[src/rtl/mem_access_stage.sv]
// ---------------------------------------------------------------------------
// mem_access_stage
//
// Memory-access stage of the CPU pipeline. Takes the ALU result as a byte
// address and runs a single load or store on a single-outstanding req/ack
// data bus. Handles byte, halfword and word sizing, lane replication for
// stores, and lane extraction with sign/zero extension for loads. It holds
// the upstream stages with `stall` while a transfer is in flight.
//
// Optional feature macro: MEM_TIMEOUT_EN
//   When defined, a cycle counter bounds the bus wait to TIMEOUT_CYCLES.
//   When the counter expires the transfer is abandoned and `bus_err` pulses.
//   When undefined, ACCESS waits for `bus_ack` indefinitely and `bus_err`
//   is tied to 0.
//
// Parameters
//   TIMEOUT_CYCLES  bus wait limit (1..255); used only with MEM_TIMEOUT_EN
//
// Ports
//   clk            sole clock, rising edge
//   rst            synchronous active-high reset
//   memread        load instruction in stage
//   memwrite       store instruction in stage (wins over memread)
//   mem_size       00 byte, 01 half, 10/11 word
//   mem_unsigned   1 = zero-extend loads, 0 = sign-extend
//   alu_result     byte address
//   store_data     store operand
//   stall          hold upstream stages, inputs must stay stable
//   misaligned     one-cycle pulse, misaligned access dropped
//   bus_err        one-cycle pulse, bus timeout
//   mem_read_data  extended load result (registered)
//   bus_req        transfer request (registered)
//   bus_we         1 = write
//   bus_addr       word-aligned address
//   bus_be         byte enables (0 for loads)
//   bus_wdata      lane-replicated write data (0 for loads)
//   bus_ack        slave completion, one cycle per transfer
//   bus_rdata      read data, valid with bus_ack
// ---------------------------------------------------------------------------
module mem_access_stage #(
  parameter int unsigned TIMEOUT_CYCLES = 16
) (
  input  logic        clk,
  input  logic        rst,
  input  logic        memread,
  input  logic        memwrite,
  input  logic [1:0]  mem_size,
  input  logic        mem_unsigned,
  input  logic [31:0] alu_result,
  input  logic [31:0] store_data,
  output logic        stall,
  output logic        misaligned,
  output logic        bus_err,
  output logic [31:0] mem_read_data,
  output logic        bus_req,
  output logic        bus_we,
  output logic [31:0] bus_addr,
  output logic [3:0]  bus_be,
  output logic [31:0] bus_wdata,
  input  logic        bus_ack,
  input  logic [31:0] bus_rdata
);

  typedef enum logic [1:0] {
    ST_IDLE   = 2'd0,
    ST_ACCESS = 2'd1,
    ST_DONE   = 2'd2
  } state_t;

  state_t      state_q;

  // Access attributes latched when the transfer is launched, so the load
  // extraction does not depend on the (stalled) inputs during ACCESS.
  logic [1:0]  size_q;
  logic        unsigned_q;
  logic [1:0]  addr_lo_q;
  logic        is_load_q;

  logic        misaligned_q;
  logic [31:0] mem_read_data_q;
  logic        bus_req_q;
  logic        bus_we_q;
  logic [31:0] bus_addr_q;
  logic [3:0]  bus_be_q;
  logic [31:0] bus_wdata_q;

  // Combinational next values for the bus lanes and the load result.
  logic        mem_op;
  logic        addr_aligned;
  logic [3:0]  be_d;
  logic [31:0] wdata_d;
  logic [31:0] load_data_d;
  logic [7:0]  rd_byte [4];
  logic [7:0]  sel_byte;
  logic [15:0] sel_half;

`ifdef MEM_TIMEOUT_EN
  localparam logic [7:0] TIMEOUT_LAST = 8'(TIMEOUT_CYCLES - 1);
  logic [7:0]  timeout_cnt_q;
  logic        bus_err_q;
`endif

  assign mem_op = memread | memwrite;

  // Bytes are always aligned; halves need addr[0]=0; words (and size 11)
  // need addr[1:0]=0.
  always_comb begin
    addr_aligned = 1'b1;
    case (mem_size)
      2'b00:   addr_aligned = 1'b1;
      2'b01:   addr_aligned = ~alu_result[0];
      default: addr_aligned = (alu_result[1:0] == 2'b00);
    endcase
  end

  assign stall = ((state_q == ST_IDLE) & mem_op & addr_aligned) |
                 (state_q == ST_ACCESS);

  // Store lane placement: replicate the operand across every lane and let
  // the byte enables pick the active one(s).
  always_comb begin
    be_d    = 4'b1111;
    wdata_d = store_data;
    case (mem_size)
      2'b00: begin
        be_d    = 4'b0001 << alu_result[1:0];
        wdata_d = {4{store_data[7:0]}};
      end
      2'b01: begin
        be_d    = alu_result[1] ? 4'b1100 : 4'b0011;
        wdata_d = {2{store_data[15:0]}};
      end
      default: begin
        be_d    = 4'b1111;
        wdata_d = store_data;
      end
    endcase
  end

  // Split the read bus into byte lanes for the extraction mux.
  genvar gi;
  generate
    for (gi = 0; gi < 4; gi++) begin : g_rd_lane
      assign rd_byte[gi] = bus_rdata[8*gi +: 8];
    end
  endgenerate

  always_comb begin
    sel_byte    = rd_byte[addr_lo_q];
    sel_half    = addr_lo_q[1] ? bus_rdata[31:16] : bus_rdata[15:0];
    load_data_d = bus_rdata;
    case (size_q)
      2'b00:   load_data_d = unsigned_q ? {24'h000000, sel_byte}
                                        : {{24{sel_byte[7]}}, sel_byte};
      2'b01:   load_data_d = unsigned_q ? {16'h0000, sel_half}
                                        : {{16{sel_half[15]}}, sel_half};
      default: load_data_d = bus_rdata;
    endcase
  end

  always_ff @(posedge clk) begin
    if (rst) begin
      state_q         <= ST_IDLE;
      size_q          <= 2'b00;
      unsigned_q      <= 1'b0;
      addr_lo_q       <= 2'b00;
      is_load_q       <= 1'b0;
      misaligned_q    <= 1'b0;
      mem_read_data_q <= 32'h0;
      bus_req_q       <= 1'b0;
      bus_we_q        <= 1'b0;
      bus_addr_q      <= 32'h0;
      bus_be_q        <= 4'h0;
      bus_wdata_q     <= 32'h0;
`ifdef MEM_TIMEOUT_EN
      timeout_cnt_q   <= 8'h0;
      bus_err_q       <= 1'b0;
`endif
    end else begin
      misaligned_q <= 1'b0;
`ifdef MEM_TIMEOUT_EN
      bus_err_q    <= 1'b0;
`endif
      case (state_q)
        ST_IDLE: begin
          if (mem_op) begin
            if (addr_aligned) begin
              size_q      <= mem_size;
              unsigned_q  <= mem_unsigned;
              addr_lo_q   <= alu_result[1:0];
              is_load_q   <= ~memwrite;
              bus_req_q   <= 1'b1;
              bus_we_q    <= memwrite;
              bus_addr_q  <= {alu_result[31:2], 2'b00};
              bus_be_q    <= memwrite ? be_d : 4'h0;
              bus_wdata_q <= memwrite ? wdata_d : 32'h0;
`ifdef MEM_TIMEOUT_EN
              timeout_cnt_q <= 8'h0;
`endif
              state_q     <= ST_ACCESS;
            end else begin
              // Dropped without a bus cycle; a load returns 0.
              misaligned_q <= 1'b1;
              if (!memwrite) begin
                mem_read_data_q <= 32'h0;
              end
            end
          end
        end

        ST_ACCESS: begin
          if (bus_ack) begin
            if (is_load_q) begin
              mem_read_data_q <= load_data_d;
            end
            bus_req_q   <= 1'b0;
            bus_we_q    <= 1'b0;
            bus_addr_q  <= 32'h0;
            bus_be_q    <= 4'h0;
            bus_wdata_q <= 32'h0;
            state_q     <= ST_DONE;
          end
`ifdef MEM_TIMEOUT_EN
          else if (timeout_cnt_q == TIMEOUT_LAST) begin
            // This was the last allowed wait cycle: abandon the transfer.
            bus_err_q <= 1'b1;
            if (is_load_q) begin
              mem_read_data_q <= 32'h0;
            end
            bus_req_q   <= 1'b0;
            bus_we_q    <= 1'b0;
            bus_addr_q  <= 32'h0;
            bus_be_q    <= 4'h0;
            bus_wdata_q <= 32'h0;
            state_q     <= ST_DONE;
          end else begin
            timeout_cnt_q <= timeout_cnt_q + 8'd1;
          end
`endif
        end

        // One cycle for the pipeline to advance past this instruction;
        // its memory inputs are still present and must not relaunch.
        ST_DONE: begin
          state_q <= ST_IDLE;
        end

        default: begin
          state_q <= ST_IDLE;
        end
      endcase
    end
  end

  assign misaligned    = misaligned_q;
  assign mem_read_data = mem_read_data_q;
  assign bus_req       = bus_req_q;
  assign bus_we        = bus_we_q;
  assign bus_addr      = bus_addr_q;
  assign bus_be        = bus_be_q;
  assign bus_wdata     = bus_wdata_q;

`ifdef MEM_TIMEOUT_EN
  assign bus_err = bus_err_q;
`else
  assign bus_err = 1'b0;
`endif

endmodule
[config.mk]
export PLATFORM = sky130hd
export DESIGN_NAME = mem_access_stage
export DESIGN_NICKNAME = d
export VERILOG_FILES = /design/src/rtl/mem_access_stage.sv
export SDC_FILE = /design/constraint.sdc
export NUM_CORES = 1
export LEC_CHECK = 0
export ABC_CLOCK_PERIOD_IN_PS = 2400
export CAP_MARGIN = 20
export CORE_ASPECT_RATIO = 1.75
export CORE_MARGIN = 3
export CORE_UTILIZATION = 46
export CTS_BUF_LIST = sky130_fd_sc_hd__clkbuf_8
export CTS_CLUSTER_SIZE = 20
export DETAILED_ROUTE_END_ITERATION = 12
export GPL_TIMING_DRIVEN = 0
export PLACE_DENSITY = 0.88
export SLEW_MARGIN = 20
export SYNTH_ARGS = -nofsm -noshare
export SYNTH_HDL_FRONTEND = slang
export SYNTH_SLANG_ARGS = --single-unit
[constraint.sdc]
create_clock -name clk -period 2.4 [get_ports clk]
set_input_delay 0.48 -clock clk [delete_from_list [all_inputs] [get_ports clk]]
set_output_delay 0.48 -clock clk [all_outputs]
set_load 0.02 [all_outputs]
### Word-level counts from Yosys, hierarchy flattened

Index checks and enable logic that the tools add are counted.

* $lt $le $gt $ge: 1
* equality and inequality tests: 9
* shift operators: 1
* multiplexer cells: 42
* bitwise logic cells: 9
* reductions and logical operators: 10

Operator list (count)
* 32-bit two-way mux: 13
* 32-bit one-hot mux with 2 select lines: 5
* 4-bit two-way mux: 5
* 8-bit binary-select mux with 2-bit select: 1
* 16-bit two-way mux: 1
* 8-bit two-way mux: 2
* 4-bit one-hot mux with 2 select lines: 2
* 2-bit != test, second input constant: 6
* 2-bit zero test: 4
* 2-bit by 1-bit == test with 1-bit output, second input constant: 3
* 1-bit two-way mux: 6
* 2-bit two-way mux: 3
* 1-bit one-hot mux with 2 select lines: 3
* 3-bit AND reduction: 2
* 6-bit AND reduction: 1
* 1-bit inverter: 4
* 2-bit one-hot mux with 2 select lines: 1
* 4-bit AND reduction: 1
* 1-bit by 2-bit << shifter with 4-bit output, first input constant: 1
* 3-bit >= comparator, second input constant: 1
* 2-bit inverter with 3-bit output: 1
* 3-bit OR reduction: 1
* 1-bit bitwise AND: 2
* 1-bit bitwise OR: 2
* 2-bit nonzero test: 1

* bits in registers: 111
* input bits: 104
* output and inout port bits: 105
* logic and storage cells: 84

### Longest topological paths before layout

* word-level depth: 9
* gate-level depth with buffers: 7
* mapped depth without buffers: 4

### Worst setup path before layout

OpenSTA, ideal clock, no wires.

* path kind: in2out
* start point: input memwrite
* end point: output stall
* arrival: 1571 ps
* data required time: 1920 ps
* slack: 349 ps
* cell stages on the path: 5
* path through: or2_2 -> nand4_1 -> buf_2 -> clkbuf_1 -> nand2_1

* word-level cells in the longest chain between the ends: 4

RTL lines
* start: declaration: line 46 `input logic memwrite,`
* 1-bit bitwise OR: line 103 `assign mem_op = memread | memwrite;`
* 1-bit bitwise AND (2 in a row): line 116 `assign stall = ((state_q == ST_IDLE) & mem_op & addr_aligned) |`
* 1-bit bitwise OR: line 116
* end: declaration: line 51 `output logic stall,`

No other way between the ends.

### Worst setup path after layout

Same ends and word-level chain as after synthesis.

==> results.yml <==
run_status:
  outcome: "complete, no violations"
sta:
  slew_viol_final: 0
  setup_viol: 0
  finalClockSkew_ns: 0.0101
  relSlewSlack: 0.527
  fin_setup_tns_ns: 0
  final_hold_viol_count: 0
  tightest_slew_ns: 0.706
  fin_crit_ns: 2.30
  rsz0062_at_grt: "false"
  finalCritPeriodShare: 0.959
  fmax_mhz: 434
drt:
  antenna_left: 0
  viasPerCell: 5.54
  routed_wl_um: 14100
  drc_errors: 0
  num_vias: 4260
  dr.pass1.iters: 4
  wl_met2_um: 7350
  wirelength_met1_um: 5040
  drt_iter0_markers: 201
  wire_per_inst_um: 18.4
  top_layer: "met4"
  wl_met3_um: 1060
synth:
  synth_top_flop_cell: "dfxtp_1"
  avgSynthCellArea_um2: 10.5
  synth.area.top_cells: "dfxtp_1 (49%), a22o_1 (8.6%), mux2i_1 (7.4%), o2bb2ai_1 (3.7%), nand2b_1 (2.8%)"
  synth_cell_type_count: 44
  yosysTopAreaCellShare: 0.488
  yosysWarnings: 0
  synth_common_cells: "dfxtp_1 (109), a22o_1 (44), mux2i_1 (33)"
  yosysSeqAreaShare: 0.488
  yosysMostFrequentCell: "dfxtp_1"
  netlist_area_um2: 4470
  yosysTopAreaCell: "dfxtp_1"
  syn-instance-count: 425
  ys_ff_latch: 109
  async_flop_share: 0
  synth-edff-count: 0
placed_design:
  gp_congestion: 0.854
  io_buffers: 204
  post-dp-hpwl_um: 11200
  dp.cells: 753
critical_path:
  setup.worst_path.end: "stall"
  timing.rr.end: "bus_be[3]$_SDFFE_PP0P_"
  max_stage_delay_ns: 0.46
  worst-path-stages: 6
  critPathRequiredTime_ns: 1.92
  reg2reg_depth: 6
  worstSetupPathType: "input port to output pin"
  cp_num_buf_inv: 3
  rrSetupSlack_ns: 0.46
  start_kind: "input port"
  end_kind: "output pin"
  critPathTopFamily: "buffers and inverters"
  arrival_ns: 1.82
  worstSetupStartpoint: "memwrite"
  cpMaxStageDelayCell: "clkdlybuf4s50_1"
  regToRegStartpoint: "state_q[1]$_SDFFE_PP0P_"
  path_max_fanout: 4
  path_cells: "clkdlybuf4s50_1 > or2_2 > nand4_1 > buf_6 > nand2_1 > clkdlybuf4s15_2"
layout:
  drive_gt1_frac: 0.104
  fill_cells: 689
  area_growth_pct: 53.9
  multiInputGateArea_um2: 2110
  layout.cells.non_filler: 769
  antenna_cells: 0
  final_nets: 746
  register_area_um2: 2180
floorplanning:
  core_um2: 9470
  fp.dieH_um: 136
  ios: 209
  start_util: 0.473
  fp.dieArea_um2: 11000
  die_width_um: 80.6
  fp-row-count: 47
global_route:
  grt_pass1_wl_um: 21900
  grt_max_degree: 19
  antenna_found_initial: 0
  grt_pass1_vias: 4476
  grt_usage: 0.257
  grt-ovfl-total: 0
clock_tree:
  cts.sinks: 109
  cts_buffers: 9
  insertion_delay_ns: 0.37
  htreeDepth: 3
  clk_path_buf_depth: 2
  cts_tree: "yes"
  root_buffer: "clkbuf_8"
  clk_transition_reported_paths_ns: 0.11
power_and_ir_drop:
  leakagePower_nw: 2.69
  irDropWorstVdd_mv: 0.345
  power_density_nw_per_um2: 567
run:
  cap_violations: 0
hold_path:
  min_path_type: "flip-flop to flip-flop"
[sequential cells by signal (all words and copies together), names as in the netlist]
| name | flops |
|---|---|
| bus_req | 1 |
| addr_lo_q | 2 |
| bus_we | 1 |
| mem_read_data | 32 |
| is_load_q | 1 |
| misaligned | 1 |
| state_q | 2 |
| unsigned_q | 1 |
| bus_addr | 30 |
| bus_be | 4 |
| size_q | 2 |
| bus_wdata | 32 |
[per-layer routing]
metal,vias to the layer above,global-route usage
met1,1998,0.263
li1,2013,-
met4,0,0.144
met5,-,0
met3,45,0.0729
met2,204,0.458
[logic make-up (layout without fill, tap and decap cells)]
group           after synthesis  in the layout  synth area share
mux                          45             45             0.107
flops                       109            109             0.488
simple gates                 99             99             0.122
compound gates              130            130             0.240
buf+inv                      41            261            0.0431
other cells                   1              3          0.000838
[metrics by stage]
stage	power [mW]	hold slack (ns)	setup slack, ns	utilization	area [um2]
2_1_floorplan	2.41	0.530	0.349	-	4480
3_3_place_gp	2.84	0.438	-0.749	0.705	6680
3_5_place_dp	2.86	0.439	-0.786	0.705	6680
4_1_cts	3.93	0.472	0.0553	0.727	6880
5_1_grt	4.06	0.491	0.0282	0.728	6890
6_report	3.91	0.467	0.0978	0.728	6890
[worst min-delay path by stage]
| stage | from | end | slack (ns) | cells after the start |
|---|---|---|---|---|
| floorplan | bus_req$_SDFFE_PP0P_ | bus_req$_SDFFE_PP0P_ | 0.53 | 2 |
| global placement | bus_be[0]$_SDFFE_PP0P_ | bus_be[0]$_SDFFE_PP0P_ | 0.44 | 1 |
| detailed placement | bus_be[0]$_SDFFE_PP0P_ | bus_be[0]$_SDFFE_PP0P_ | 0.44 | 1 |
| CTS | bus_req$_SDFFE_PP0P_ | bus_req$_SDFFE_PP0P_ | 0.47 | 2 |
| global route | mem_read_data[2]$_SDFFE_PP0P_ | mem_read_data[2]$_SDFFE_PP0P_ | 0.49 | 1 |
| finish | bus_we$_SDFFE_PP0P_ | bus_we$_SDFFE_PP0P_ | 0.47 | 1 |
[report_power, final]
| part | internal (mW) | leakage (nW) | switching [mW] |
|---|---|---|---|
| sequential | 1.90 | 0.887 | 0.0539 |
| combinational | 0.447 | 1.71 | 0.433 |
| clock | 0.467 | 0.0990 | 0.607 |
| total | 2.81 | 2.69 | 1.09 |
[what timing repair did]
action | in CTS | in global routing
hold buffers | 0 | 0
setup buffers | 1 | 0
gates resized for setup | 7 | 2
endpoints found under the setup margin | 1 | 1
pin swaps | 0 | 0
[layout make-up]
type	count	share of cell area
clock inverter	4	0.00436
timing repair buffer	205	0.298
sequential	109	0.317
inverter	4	0.00218
clock buffer	12	0.0240
multi-input combinational	277	0.306
buffer	36	0.0262
tap	122	0.0222
[cell usage in the layout, fill, tap and decap left out, drive strengths merged, types with 8 or more instances in the layout]
cell / count
o2bb2ai: 19
o31ai: 10
a22o: 44
buf: 21
nand2b: 20
a32o: 8
a221o: 16
nor2: 14
a21oi: 10
mux2i: 33
o21ai: 17
nand2: 24
nand3: 10
nor2b: 12
clkdlybuf4s50: 201
mux2: 11
clkbuf: 28
dfxtp: 109
(Power assumes the default switching activity.)
